## src/rtl/seq_det_pkg.sv

```systemverilog
// ---------------------------------------------------------------------------
// seq_det_pkg
// Shared constants and elaboration-time helpers for the serial pattern
// detector. The detector never stores a hand-written transition table;
// instead buildTable() derives every next-state entry from the target
// pattern using the matched-prefix (KMP) rule.
//
// Contents:
//   DEF_PAT_W / DEF_PATTERN  default pattern length and value
//   MAX_PAT_W                largest supported pattern length
//   ST_W / TBL_W             width of one table entry and of the whole table
//   borderLen()              longest proper border of the pattern
//   nextState()              matched-prefix length after one more bit
//   buildTable()             packed next-state table for every state/bit
// ---------------------------------------------------------------------------
package seq_det_pkg;

    localparam int DEF_PAT_W = 3;
    localparam logic [DEF_PAT_W-1:0] DEF_PATTERN = 3'b101;
    localparam int MAX_PAT_W = 16;
    localparam int ST_W = 5;
    localparam int TBL_W = (MAX_PAT_W + 1) * 2 * ST_W;

    // Bit i of the pattern counted from the first-received bit (the MSB).
    function automatic logic patBit(input logic [15:0] pat, input int patW, input int i);
        logic [15:0] t;
        t = pat >> (patW - 1 - i);
        return t[0];
    endfunction

    // Longest proper prefix of the pattern that is also a suffix of it.
    function automatic int borderLen(input logic [15:0] pat, input int patW);
        int  best;
        logic ok;
        best = 0;
        for (int j = 1; j < patW; j++) begin
            ok = 1'b1;
            for (int i = 0; i < j; i++) begin
                if (patBit(pat, patW, i) != patBit(pat, patW, patW - j + i)) ok = 1'b0;
            end
            if (ok) best = j;
        end
        return best;
    endfunction

    // From a state holding k matched bits, the received text is the first
    // k pattern bits followed by xBit. The new state is the longest suffix
    // of that text which is also a prefix of the pattern.
    function automatic int nextState(input logic [15:0] pat, input int patW,
                                     input int k, input logic xBit);
        int   best;
        int   pos;
        logic ok;
        logic textBit;
        best = 0;
        for (int j = 1; j <= k + 1; j++) begin
            ok = 1'b1;
            for (int i = 0; i < j; i++) begin
                pos = k + 1 - j + i;
                textBit = (pos == k) ? xBit : patBit(pat, patW, pos);
                if (textBit != patBit(pat, patW, i)) ok = 1'b0;
            end
            if (ok) best = j;
        end
        return best;
    endfunction

    // Entry (k*2 + x) holds the next state from state k on input bit x.
    // The accept state first steps back to the border (overlapping) or to
    // zero (non-overlapping) and then consumes the bit from there.
    function automatic logic [TBL_W-1:0] buildTable(input logic [15:0] pat, input int patW,
                                                    input logic overlap);
        logic [TBL_W-1:0] tbl;
        int from;
        int ns;
        tbl = '0;
        for (int k = 0; k <= patW; k++) begin
            for (int b = 0; b < 2; b++) begin
                if (k == patW) from = overlap ? borderLen(pat, patW) : 0;
                else           from = k;
                ns  = nextState(pat, patW, from, (b != 0));
                tbl = tbl | (TBL_W'(ns) << ((k * 2 + b) * ST_W));
            end
        end
        return tbl;
    endfunction

endpackage

```

## src/rtl/seq_pattern_detector_if.sv

```systemverilog
// ---------------------------------------------------------------------------
// seq_pattern_detector_if
// Bundles the serial input and the detector status outputs.
//   en, x, clr_cnt       bit-valid, serial bit, synchronous counter clear
//   y                    match flag (accept state)
//   prefix_len           current matched-prefix length
//   match_cnt, cnt_sat   saturating match count and its saturation flag
// master: the side that feeds bits and reads status.
// slave : the detector.
// ---------------------------------------------------------------------------
interface seq_pattern_detector_if
    import seq_det_pkg::*;
#(
    parameter int PAT_W = DEF_PAT_W,
    parameter int CNT_W = 8
);

    localparam int SW = $clog2(PAT_W + 1);

    logic             en;
    logic             x;
    logic             clr_cnt;
    logic             y;
    logic [SW-1:0]    prefix_len;
    logic [CNT_W-1:0] match_cnt;
    logic             cnt_sat;

    modport master (
        output en, x, clr_cnt,
        input  y, prefix_len, match_cnt, cnt_sat
    );

    modport slave (
        input  en, x, clr_cnt,
        output y, prefix_len, match_cnt, cnt_sat
    );

endinterface

```

## src/rtl/sat_counter.sv

```systemverilog
// ---------------------------------------------------------------------------
// sat_counter
// Up-counter that sticks at all-ones, with a synchronous clear that wins
// over an increment on the same edge.
//   clk  clock            rst  asynchronous active-high reset
//   inc  count request    clr  synchronous clear
//   cnt  count value      sat  registered "cnt is all-ones" flag
// ---------------------------------------------------------------------------
module sat_counter #(
    parameter int CNT_W = 8
) (
    input  logic             clk,
    input  logic             rst,
    input  logic             inc,
    input  logic             clr,
    output logic [CNT_W-1:0] cnt,
    output logic             sat
);

    logic [CNT_W-1:0] cnt_q, cnt_d;
    logic             sat_q, sat_d;

    // Next count: clear first, otherwise step unless already at the top.
    // The saturation flag is computed from the next count so it is
    // registered in the same edge as the count itself.
    always_comb begin
        cnt_d = cnt_q;
        if (clr) begin
            cnt_d = '0;
        end else if (inc && !sat_q) begin
            cnt_d = cnt_q + CNT_W'(1);
        end
        sat_d = &cnt_d;
    end

    always_ff @(posedge clk or posedge rst) begin
        if (rst) begin
            cnt_q <= '0;
            sat_q <= 1'b0;
        end else begin
            cnt_q <= cnt_d;
            sat_q <= sat_d;
        end
    end

    assign cnt = cnt_q;
    assign sat = sat_q;

endmodule

```

## src/rtl/seq_pattern_detector.sv

```systemverilog
// ---------------------------------------------------------------------------
// seq_pattern_detector
// Moore FSM that watches a serial bit stream for PATTERN (MSB first).
// The state is the matched-prefix length 0..PAT_W; PAT_W is the accept
// state and drives y. Transitions come from a table generated at
// elaboration by seq_det_pkg::buildTable.
//   clk  clock                rst  asynchronous active-high reset
//   bus  slave side of seq_pattern_detector_if (en, x, clr_cnt in;
//        y, prefix_len, match_cnt, cnt_sat out)
// ---------------------------------------------------------------------------
module seq_pattern_detector
    import seq_det_pkg::*;
#(
    parameter int               PAT_W   = DEF_PAT_W,
    parameter logic [PAT_W-1:0] PATTERN = PAT_W'(DEF_PATTERN),
    parameter int               OVERLAP = 1,
    parameter int               CNT_W   = 8
) (
    input  logic                  clk,
    input  logic                  rst,
    seq_pattern_detector_if.slave bus
);

    localparam int               SW       = $clog2(PAT_W + 1);
    localparam logic [SW-1:0]    ACCEPT   = SW'(PAT_W);
    localparam logic [TBL_W-1:0] NEXT_TBL = buildTable(16'(PATTERN), PAT_W, (OVERLAP != 0));

    logic [SW-1:0] state_q, state_d;
    logic [8:0]    tblShift;
    logic          matchNext;

    // Next state is a lookup of the entry for (state, x). States above
    // PAT_W cannot be reached, but their entries are zero so any stray
    // value returns to S0 on the next valid bit.
    always_comb begin
        state_d   = state_q;
        tblShift  = 9'({state_q, bus.x}) * 9'(ST_W);
        if (bus.en) begin
            state_d = SW'(NEXT_TBL >> tblShift);
        end
        matchNext = bus.en && (state_d == ACCEPT);
    end

    always_ff @(posedge clk or posedge rst) begin
        if (rst) begin
            state_q <= '0;
        end else begin
            state_q <= state_d;
        end
    end

    assign bus.y          = (state_q == ACCEPT);
    assign bus.prefix_len = state_q;

    sat_counter #(
        .CNT_W(CNT_W)
    ) u_cnt (
        .clk (clk),
        .rst (rst),
        .inc (matchNext),
        .clr (bus.clr_cnt),
        .cnt (bus.match_cnt),
        .sat (bus.cnt_sat)
    );

endmodule

```

## src/flat_wrapper.sv

```systemverilog
// flat-port wrapper written by rule: the top's interface ports become plain ports
module seq_pattern_detector_flat import seq_det_pkg::*;
#(
    parameter int               PAT_W   = DEF_PAT_W,
    parameter logic [PAT_W-1:0] PATTERN = PAT_W'(DEF_PATTERN),
    parameter int               OVERLAP = 1,
    parameter int               CNT_W   = 8
)
  (clk, rst, bus_en, bus_x, bus_clr_cnt, bus_y, bus_prefix_len, bus_match_cnt, bus_cnt_sat);
  seq_pattern_detector_if #(.PAT_W(PAT_W), .CNT_W(CNT_W)) bus_i ();
  input  logic clk;
  input  logic rst;
  input wire logic [$bits(bus_i.en)-1:0] bus_en;
  input wire logic [$bits(bus_i.x)-1:0] bus_x;
  input wire logic [$bits(bus_i.clr_cnt)-1:0] bus_clr_cnt;
  output wire logic [$bits(bus_i.y)-1:0] bus_y;
  output wire logic [$bits(bus_i.prefix_len)-1:0] bus_prefix_len;
  output wire logic [$bits(bus_i.match_cnt)-1:0] bus_match_cnt;
  output wire logic [$bits(bus_i.cnt_sat)-1:0] bus_cnt_sat;
  assign bus_i.en = bus_en;
  assign bus_i.x = bus_x;
  assign bus_i.clr_cnt = bus_clr_cnt;
  assign bus_y = bus_i.y;
  assign bus_prefix_len = bus_i.prefix_len;
  assign bus_match_cnt = bus_i.match_cnt;
  assign bus_cnt_sat = bus_i.cnt_sat;
  seq_pattern_detector #(.PAT_W(PAT_W), .PATTERN(PATTERN), .OVERLAP(OVERLAP), .CNT_W(CNT_W)) u_core (.clk(clk), .rst(rst), .bus(bus_i));
endmodule
```

## config.mk

```make
export PLATFORM = sky130hd
export DESIGN_NAME = seq_pattern_detector_flat
export DESIGN_NICKNAME = d
export VERILOG_FILES = /design/src/rtl/seq_det_pkg.sv /design/src/rtl/seq_pattern_detector_if.sv /design/src/rtl/sat_counter.sv /design/src/rtl/seq_pattern_detector.sv /design/src/flat_wrapper.sv
export SDC_FILE = /design/constraint.sdc
export NUM_CORES = 1
export LEC_CHECK = 0
export CAP_MARGIN = 20
export CORE_MARGIN = 2
export CORE_UTILIZATION = 40
export CTS_CLUSTER_SIZE = 24
export DETAILED_ROUTE_END_ITERATION = 12
export DONT_BUFFER_PORTS = 1
export PLACE_DENSITY = 0.59
export SYNTH_ARGS = -nofsm -noshare
export SYNTH_HDL_FRONTEND = slang
export SYNTH_HIERARCHICAL = 1
export SYNTH_SLANG_ARGS = --single-unit
```

## constraint.sdc

```tcl
create_clock -name clk -period 6.58 [get_ports clk]
set_input_delay 1.316 -clock clk [delete_from_list [all_inputs] [get_ports clk]]
set_output_delay 1.316 -clock clk [all_outputs]
set_load 0.01 [all_outputs]
```

[After elaboration in Yosys (flattened, before gate mapping)]
Index checks and enable logic that the tools add are counted.
W data, S select, Z words.
Storage, ports and cells
  register bits: 11
  input port bits: 5
  output and inout bits: 12
  logic and storage cells: 15
Operators by class
  $add $sub $neg: 1
  multiply operators: 1
  equal/unequal tests: 2
  shifts and indexed selects: 1
  muxes and demuxes: 3
  reductions and logical operators: 4
Operators with widths (number)
  $shr A36 B6 Y2 const A: 1
  $mux W8: 2
  $add A8 B1 Y8 const B: 1
  $reduce_and A8 Y1: 1
  $mul A3 B3 Y6 const B: 1
  $eq A2 B2 Y1 const B: 2
  $logic_and A1 B1 Y1: 2
  $mux W2: 1
  $logic_not A1 Y1: 1

[Depth between registers and ports, before layout]
Gate-level depths: netlist of the first run.
  depth in word-level cells: 9
  gate-level depth with buffers: 8

[Cells and area by module]
Netlist of the first run, hierarchy kept.
Modules (own cells, without submodules)
  sat_counter: times used 1, cells each 55, area each 541.8 µm², sequential area each 225.2 µm²
  seq_pattern_detector: times used 1, cells each 11, area each 115.1 µm², sequential area each 50.0 µm²

[Least setup slack after synthesis of the first run]
No wires, ideal clock.
  kind: input-to-reg
  from: in bus_x
  to: reg u_core.u_cnt.sat_q (netlist: u_core/u_cnt/sat)
  setup time: 0.068 ns
  arrival: 3.067 ns
  required time: 6.512 ns
  path slack: 3.445 ns
  cell stages on the path: 7
  buffers on the path: 0
  cells stage by stage: inv_1 -> ha_1 -> a21oi_1 -> nand4b_4 -> or4_4 -> a221oi_2 -> and4b_1
Between the ends
  cells in the longest elaborated chain, start to end: 9
Ends and longest elaborated chain
  from (decl): RTL line flat_wrapper.sv:14  | input wire logic [$bits(bus_i.x)-1:0] bus_x;
  $mul A3 B3 Y6: RTL line seq_pattern_detector.sv:37  | tblShift = 9'({state_q, bus.x}) * 9'(ST_W);
  $shr A36 B6 Y2: RTL line seq_pattern_detector.sv:39  | state_d = SW'(NEXT_TBL >> tblShift);
  $mux W2: RTL line seq_pattern_detector.sv:38  | if (bus.en) begin
  $eq A2 B2 Y1: RTL line seq_pattern_detector.sv:41  | matchNext = bus.en && (state_d == ACCEPT);
  $logic_and A1 B1 Y1: RTL line seq_pattern_detector.sv:41
  via u_core.matchNext: RTL line seq_pattern_detector.sv:30  | logic matchNext;
  $logic_and A1 B1 Y1: RTL line sat_counter.sv:30  | end else if (inc && !sat_q) begin
  $mux W8: RTL line sat_counter.sv:30
  $mux W8: RTL line sat_counter.sv:28  | if (clr) begin
  $reduce_and A8 Y1: RTL line sat_counter.sv:33  | sat_d = &cnt_d;
  via u_core.u_cnt.sat_d: RTL line sat_counter.sv:21  | logic sat_q, sat_d;
  to (signal assigned): RTL line sat_counter.sv:42  | sat_q <= sat_d;
  to (decl): RTL line sat_counter.sv:21
The timed path passes the listed nets, and every way through them passes these cells.

[Worst setup path after layout of the first run]
Ends and elaborated chain as after synthesis.

==> out/qor.yml, run 1 <==
timing:
  relSlewSlack_pct: 72.0
  rsz0062_at_grt: "no"
  hold_slack_ns: 0.624
  fmax_mhz: 334
  post-route-min-period_ns: 2.99
  period_share_pct: 45.5
  hold_violations: 0
  slew_viol_final: 0
  totalNegativeSetupSlack_ns: 0
  setup_violations: 0
  fin_skew_ns: 0.00167
  worst_pin_slew_ns: 0.420
clock_network:
  clkLatencyLatePin_ns: 0.27
  clockBufferDepth: 2
  post_cts_buffers: 0
  clkSinkCount: 11
  cts-buffers-inserted: 3
  cts-root-buf: "clkbuf_4"
  path_clk_slew_ns: 0.07
  postCtsResizedCells: 0
  cts_max_level: 1
  hold_buffers: 0
  cts_tree: "built"
cells_and_area:
  fill_cells: 149
  drive_gt1_share_pct: 11.8
  nets: 76
  most-common-layout-cells: "11 x dfrtp_1, 6 x nor2_1, 5 x inv_1, 5 x a21oi_1, 4 x nand3b_1"
  syn_to_final_growth_pct: 5.90
  final_common_cell: "dfrtp_1"
  diodes: 0
worst_setup_path:
  cp.required_ns: 6.79
  slowest_delay_ns: 0.56
  crit_family: "simple AND/OR/NAND/NOR gates"
  path_class: "in -> reg"
  arrival_ns: 3.20
  cp-end-kind: "register"
  cp_num_buf_inv: 1
  startpoint: "bus_x"
  critPathLaunchType: "primary input"
  reg2reg_from: "u_core/bus.prefix_len[0]$_DFF_PP0_"
  crit_fanout: 8
  cp_cell_sequence: "inv_1 -> ha_1 -> a21oi_1 -> nand4b_4 -> or4_4 -> a221oi_2 -> and4b_1"
  worst_path_max_delay_cell: "or4_4"
synth:
  syn_area_um2: 657
  synth.area.top_cells: "dfrtp_1 42%, nand3b_1 4.6%, xnor2_1 4.0%"
  synth_top_area_share_pct: 41.9
  syn_inst: 66
  synth_top_family_by_area: "simple AND/OR/NAND/NOR gates"
  synthAdderAreaFrac_pct: 3.81
  synth-edff-count: 0
  synth_cell_types: 30
  ys_ff_latch: 11
  yosysSeqAreaShare_pct: 41.9
  synth_compound_area_share_pct: 14.7
  yosysTopAreaCell: "dfrtp_1"
  ys_async_sr_fraction_pct: 100
  synth_nets: 73
  avgSynthCellArea_um2: 9.95
  synth-simple-area-share_pct: 24.8
  synth_warnings: 6
  synth_flop_cell: "dfrtp_1"
  synth_xor_area_share_pct: 5.33
  synthMuxAreaShare_pct: 5.52
job:
  drv_cap: 0
global_route:
  grt_pass1_wl_um: 2100
  grt.overflow.total: 0
  first_global_vias: 463
  antenna_found_initial: 0
  grt_max_degree: 12
  groute.usage.overall_pct: 15.4
floorplan:
  row_count: 14
  start_util_pct: 43.1
  io_pins: 17
  die_area_mm2: 0.00198
  die_h_um: 44.5
  coreArea_mm2: 0.00152
  die_x_um: 44.5
pwr:
  max-vdd-ir-drop_v: 0.0000963
  powerDensity_mw_per_mm2: 212
  p_leak_uw: 0.000323
routing:
  drtIter0Drc: 13
  firstDrtPassIters: 3
  via_per_inst: 5.99
  drc_errors: 0
  antenna_left: 0
  vias: 503
  wl_per_cell_um: 15.6
  totalWireLength_um: 1310
placement:
  gp_congestion: 0.698
  port-buffer-count: 0
  dpl.hpwl_um: 947
run_status:
  status: "finished, final reports clean"
worst_hold_path:
  min-delay-start: "u_core/bus.prefix_len[1]$_DFF_PP0_"
  hp-class: "reg -> reg"
final timing paths:
path                       cells past startpoint                                  to  slack (ns)
hold reg to reg                                1  u_core/bus.prefix_len[1]$_DFF_PP0_        0.62
setup reg to reg                               6          u_core/u_cnt/sat$_DFF_PP0_        4.19
hold / removal                                 1  u_core/bus.prefix_len[1]$_DFF_PP0_        0.62
max in group asynchronous                      1       u_core/u_cnt/cnt[3]$_DFF_PP0_        5.43
setup / recovery                               7          u_core/u_cnt/sat$_DFF_PP0_        3.59
min in group asynchronous                      1  u_core/bus.prefix_len[1]$_DFF_PP0_        0.77
through the flow:
| step | std cells | area, µm² | total power, µW | setup slack (ns) | utilization [%] |
|---|---|---|---|---|---|
| 2_1_floorplan | 66 | 657 | 97.7 | 3.45 | - |
| 3_3_place_gp | 80 | 669 | 101 | 3.34 | 43.9 |
| 3_5_place_dp | 80 | 669 | 101 | 3.31 | 43.9 |
| 4_1_cts | 84 | 696 | 150 | 3.60 | 45.6 |
| 5_1_grt | 84 | 696 | 156 | 3.49 | 45.6 |
| 6_report | 84 | 696 | 147 | 3.59 | 45.6 |
report_power, final:
part / leakage [µW] / total [µW] / internal, µW / switching, µW
logic: 0.000159 / 17.2 / 7.77 / 9.41
clock network: 0.0000150 / 47.3 / 23.5 / 23.8
registers: 0.000149 / 82.7 / 72.3 / 10.5
total: 0.000323 / 147 / 104 / 43.7
logic make-up after synthesis:
logic type | count (synthesis)
and+or+nand+nor | 25
adders and majority gates | 2
xor gates and xnor gates | 4
AOI/OAI and AO/OA | 14
DFF | 11
muxes | 3
buffers and inverters | 7
sequential cells by signal, indices dropped and copies added, names as in the netlist:
name,cells
u_core/u_cnt/sat,1
u_core/bus.prefix_len,2
u_core/u_cnt/cnt,8
cells in the mapped netlist, drive strengths merged (2+ instances only):
cell type and count:
inv 5, nand2 2, ha 2, dfrtp 11, nor2b 2, a21oi 5
clkbuf 2, nor2 6, a31oi 2, nor3 2, nand3 2, o21ai 2
xnor2 3, nand3b 4, mux2 2
layout make-up:
| cell class | instances | area [µm²] | share of cell area, % |
|---|---|---|---|
| Clock buffer | 4 | 26.3 | 3.78 |
| Inverter | 5 | 18.8 | 2.70 |
| Multi-Input combinational cell | 48 | 355 | 51.1 |
| Sequential cell | 11 | 275 | 39.6 |
| Tap cell | 16 | 20.0 | 2.88 |
per-layer routing:
layer / share of wire (%) / GRT usage (%)
met1: 46 / 18.3
met2: 45 / 22.0
met3: 6.0 / 5.31
met4: 3.2 / 12.7
met5: 0 / 0
Note: power is estimated with default switching activity, not from simulation.
==> run 2, diff against run 1 <==
- clock period: 6.58 -> 3.1 ns (I/O delays scaled with it)
==> out/qor.yml, run 2 (same netlist as run 1, synthesis figures left out) <==
run_status:
  status: "finished, final reports clean"
worst_setup_path:
  cp_cell_sequence: "ha_1 -> a21oi_1 -> nand4b_4 -> or4_4 -> a221oi_2 -> and4b_1"
  slowest_delay_ns: 0.56  # about the same
  critPathLaunchType: "register"
  cp.required_ns: 3.29  # -3.50 ns
  path_class: "reg -> reg"
  worst_path_max_delay_cell: "or4_4"
  cp-end-kind: "register"
  crit_fanout: 8  # unchanged
  arrival_ns: 2.62  # -0.58 ns
routing:
  wl_per_cell_um: 14.2  # -9.2%
  antenna_left: 0  # unchanged
  wl_met3_um: 71  # -9.0%
  firstDrtPassIters: 4  # +1
  via_per_inst: 5.63  # -6.0%
  wl_met2_um: 536  # -9.2%
  vias: 473  # -6.0%
  wl_met1_um: 569  # -4.8%
  drc_errors: 0  # unchanged
  top_layer: "met4"
  drtIter0Drc: 9  # -4
  totalWireLength_um: 1190  # -9.2%
clock_network:
  cts_tree: "built"
  clkSinkCount: 11  # unchanged
  cts-root-buf: "clkbuf_4"
  post_cts_buffers: 0  # unchanged
  cts-buffers-inserted: 3  # unchanged
  hold_buffers: 0  # unchanged
  clkLatencyLatePin_ns: 0.26  # about the same
  clockBufferDepth: 2  # unchanged
  postCtsResizedCells: 0  # unchanged
  path_clk_slew_ns: 0.06  # about the same
  cts_max_level: 1  # unchanged
timing:
  fmax_mhz: 413
  totalNegativeSetupSlack_ns: 0  # unchanged
  fin_skew_ns: 0.00122  # -0.000449 ns
  setup_violations: 0  # unchanged
  period_share_pct: 78.1
  worst_pin_slew_ns: 0.412  # -0.00805 ns
  hold_slack_ns: 0.0889  # -0.535 ns
  relSlewSlack_pct: 72.6  # +0.54 points
  post-route-min-period_ns: 2.42
  setup_ws_ns: 0.678  # -2.91 ns
  slew_viol_final: 0  # unchanged
  rsz0062_at_grt: "no"
  hold_violations: 0  # unchanged
floorplan:
  die_h_um: 44.5  # unchanged
  io_pins: 17  # unchanged
  coreArea_mm2: 0.00152  # unchanged
  die_x_um: 44.5  # unchanged
  row_count: 14  # unchanged
  start_util_pct: 43.1  # unchanged
  die_area_mm2: 0.00198  # unchanged
placement:
  port-buffer-count: 0  # unchanged
  dpl.hpwl_um: 900  # -5.0%
  post-place-ws_ns: 0.516  # -2.79 ns
  gp_congestion: 0.716  # +2.7%
cells_and_area:
  most-common-layout-cells: "11 x dfrtp_1, 6 x nor2_1, 5 x inv_1, 5 x a21oi_1, 4 x nand3b_1"
  diodes: 0  # unchanged
  largest_reg_flops: 8  # unchanged
  drive_gt1_share_pct: 11.8  # unchanged
  nets: 76  # unchanged
  final_common_cell: "dfrtp_1"
  syn_to_final_growth_pct: 5.90  # unchanged
pwr:
  max-vdd-ir-drop_v: 0.000278  # +190%
  powerDensity_mw_per_mm2: 436  # +110%
  p_leak_uw: 0.000323  # unchanged
global_route:
  grt_max_degree: 12  # unchanged
  groute.usage.overall_pct: 13.9  # -1.4 points
  grt.overflow.total: 0  # unchanged
  first_global_vias: 436  # -5.8%
  antenna_found_initial: 0  # unchanged
  grt_pass1_wl_um: 1930  # -7.9%
job:
  drv_cap: 0  # unchanged
worst_hold_path:
  hp-class: "in -> async"
[run 2: final cells by class]
class	instances	area [µm²]
Tap cell	16	20.0
Sequential cell	11	275
Inverter	5	18.8
Fill cell	145	828
Clock buffer	4	26.3
Multi-Input combinational cell	48	355
[run 2: metal layers]
| layer | vias up | global-route usage, % |
|---|---|---|
| met5 | - | 0 |
| met4 | 0 | 5.45 |
| met3 | 2 | 7.35 |
| met2 | 11 | 18.6 |
| met1 | 221 | 18.7 |
| li1 | 239 | - |
[run 2: power by group]
| group | leakage, µW | internal (µW) | switching (µW) |
|---|---|---|---|
| registers | 0.000149 | 154 | 21.8 |
| logic | 0.000159 | 16.4 | 20.1 |
| clock network | 0.0000150 | 49.7 | 41.6 |
| total | 0.000323 | 220 | 83.4 |
[run 2: path summary, 6_finish.rpt]
check                      slack, ns                                 end  depth (start not counted)                          startpoint
max                             0.68          u_core/u_cnt/sat$_DFF_PP0_                          6  u_core/bus.prefix_len[0]$_DFF_PP0_
min                             0.09  u_core/bus.prefix_len[0]$_DFF_PP0_                          1                                 rst
max reg2reg                     0.68          u_core/u_cnt/sat$_DFF_PP0_                          6  u_core/bus.prefix_len[0]$_DFF_PP0_
min reg2reg                     0.62  u_core/bus.prefix_len[1]$_DFF_PP0_                          1  u_core/bus.prefix_len[1]$_DFF_PP0_
max in group asynchronous       2.63       u_core/u_cnt/cnt[2]$_DFF_PP0_                          1                                 rst
min in group clk                0.42       u_core/u_cnt/cnt[7]$_DFF_PP0_                          1                         bus_clr_cnt
[run 2: stage by stage]
stage                     utilization [%]  power (µW)  instances  instance area [µm²]
after floorplan                         -         207         66                  657
after global placement               43.9         214         80                  669
after detailed placement             43.9         215         80                  669
after CTS                            45.6         310         84                  696
after global routing                 45.6         326         84                  696
final                                45.6         303         84                  696
[run 2: critical path: cells and delay by family, from the launching register on]
kind                       cells  cell delay, ns
DFF                            1            0.44
AOI/OAI and AO/OA              2            0.60
and+or+nand+nor                3            0.99
adders and majority gates      1            0.31
==> run 3, diff against run 2 <==
- clock period: 3.1 -> 2.25 ns (I/O delays scaled with it)
==> out/qor.yml, run 3 (same netlist as run 1, synthesis figures left out) <==
worst_setup_path:
  arrival_ns: 2.29  # -0.33 ns
  path_class: "reg -> reg"
  cp.required_ns: 2.45  # -0.84 ns
  crit_fanout: 5  # -3
  critPathLaunchType: "register"
  cp-end-kind: "register"
  r2r_slack_ns: 0.16  # -0.52 ns
pwr:
  pwr-share-seq_pct: 54.9  # -3.0 points
  switching_power_uw: 125  # +50%
  p_leak_uw: 0.000347  # +7.3%
  p_comb_share_pct: 14.9  # +2.9 points
  max-vdd-ir-drop_v: 0.000281  # +0.87%
  p_int_uw: 313  # +42%
  switching_share_pct: 28.6  # +1.1 points
  pwr-share-clk_pct: 30.2  # about the same
  powerDensity_mw_per_mm2: 593  # +36%
clock_network:
  post_cts_buffers: 0  # unchanged
  cts_max_level: 1  # unchanged
  cts_tree: "built"
  clkSinkCount: 11  # unchanged
  cts-buffers-inserted: 3  # unchanged
  cts-root-buf: "clkbuf_4"
  clockBufferDepth: 2  # unchanged
  clkLatencyLatePin_ns: 0.26  # about the same
  postCtsResizedCells: 0  # unchanged
  path_clk_slew_ns: 0.07  # about the same
  hold_buffers: 1  # +1
routing:
  drc_errors: 0  # unchanged
  firstDrtPassIters: 4  # unchanged
  via_per_inst: 5.56  # -1.2%
  antenna_left: 0  # unchanged
  totalWireLength_um: 1210  # +1.7%
  drtIter0Drc: 7  # -2
  vias: 495  # +4.7%
  wl_per_cell_um: 13.6  # -4.0%
placement:
  dpl.hpwl_um: 932  # +3.6%
  dpl.cell_count: 84  # +5.0%
  gp_congestion: 0.719  # +0.35%
  port-buffer-count: 0  # unchanged
timing:
  relSlewSlack_pct: 75.0  # +2.5 points
  fin_skew_ns: 0.000343  # -0.000880 ns
  totalNegativeSetupSlack_ns: 0  # unchanged
  hold_violations: 0  # unchanged
  fmax_mhz: 479  # +16%
  period_share_pct: 92.8  # +15 points
  post-route-min-period_ns: 2.09  # -0.333 ns
  slew_viol_final: 0  # unchanged
  worst_pin_slew_ns: 0.374  # -0.0374 ns
  setup_violations: 0  # unchanged
  rsz0062_at_grt: "no"
global_route:
  grt.overflow.total: 0  # unchanged
  grt_max_degree: 12  # unchanged
  first_global_vias: 433  # -0.69%
  grt_pass1_wl_um: 1870  # -3.3%
  groute.usage.overall_pct: 13.7  # -0.25 points
  antenna_found_initial: 0  # unchanged
floorplan:
  start_util_pct: 43.1  # unchanged
  coreArea_mm2: 0.00152  # unchanged
  io_pins: 17  # unchanged
  die_h_um: 44.5  # unchanged
  row_count: 14  # unchanged
  die_area_mm2: 0.00198  # unchanged
  die_x_um: 44.5  # unchanged
cells_and_area:
  largest_reg_flops: 8  # unchanged
  nets: 81  # +6.6%
  final_common_cell: "dfrtp_1"
  diodes: 0  # unchanged
  drive_gt1_share_pct: 17.8  # +6.0 points
  most-common-layout-cells: "11 x dfrtp_1, 6 x nor2_1, 5 x inv_1"
  fin_cells: 89  # +6.0%
  syn_to_final_growth_pct: 12.6
worst_hold_path:
  hp-class: "in -> async"
job:
  drv_cap: 0  # unchanged
run_status:
  status: "finished, final reports clean"
## run 3: path summary, 6_finish.rpt
path / cells after the start / end / from
max in group asynchronous: 2 / u_core/bus.prefix_len[0]$_DFF_PP0_ / rst
min reg2reg: 1 / u_core/bus.prefix_len[1]$_DFF_PP0_ / u_core/bus.prefix_len[1]$_DFF_PP0_
min: 1 / u_core/u_cnt/cnt[2]$_DFF_PP0_ / rst
max reg2reg: 6 / u_core/u_cnt/sat$_DFF_PP0_ / u_core/bus.prefix_len[0]$_DFF_PP0_
max: 6 / u_core/u_cnt/sat$_DFF_PP0_ / u_core/bus.prefix_len[0]$_DFF_PP0_
min in group clk: 1 / u_core/u_cnt/cnt[7]$_DFF_PP0_ / bus_clr_cnt
## run 3: per-stage QoR
| step | instance area, µm² | utilization, % | setup slack [ns] | hold slack, ns | power [µW] |
|---|---|---|---|---|---|
| after floorplan | 661 | - | 0.0759 | 0.191 | 289 |
| after global placement | 703 | 46.1 | 0.0721 | 0.196 | 309 |
| after detailed placement | 703 | 46.1 | 0.0572 | 0.196 | 310 |
| after CTS | 739 | 48.5 | 0.139 | 0.0457 | 447 |
| after global routing | 739 | 48.5 | 0.0481 | 0.0508 | 476 |
| final | 739 | 48.5 | 0.161 | 0.0398 | 438 |
## run 3: metal layers
layer,global-route usage (%),up-vias,wire length [µm]
li1,-,250,-
met1,16.7,232,562
met2,18.8,11,555
met3,8.98,2,79
met4,5.45,0,10
met5,0,-,0
## run 3: layout make-up
| cell class | count | area, µm² |
|---|---|---|
| Clock buffer | 4 | 26.3 |
| Fill cell | 140 | 785 |
| Inverter | 5 | 18.8 |
| Multi-Input combinational cell | 48 | 359 |
| Sequential cell | 11 | 275 |
| Tap cell | 16 | 20.0 |
| Timing Repair Buffer | 5 | 40.0 |
## run 3: critical path: stages, from the launching register on
cell and delay, ns:
dfrtp_1 0.39, ha_1 0.31, a21oi_2 0.20, nand4b_4 0.14, or4_4 0.55, a221oi_2 0.23, and4b_1 0.21
## run 3: power groups by stage
stage | clock network [µW] | logic (µW) | registers [µW]
6_report | 133 | 65.1 | 241
5_1_grt | 157 | 73.3 | 246
4_1_cts | 140 | 65.9 | 241
3_5_place_dp | 0 | 64.5 | 245
3_3_place_gp | 0 | 63.6 | 245
2_1_floorplan | 0 | 46.9 | 242
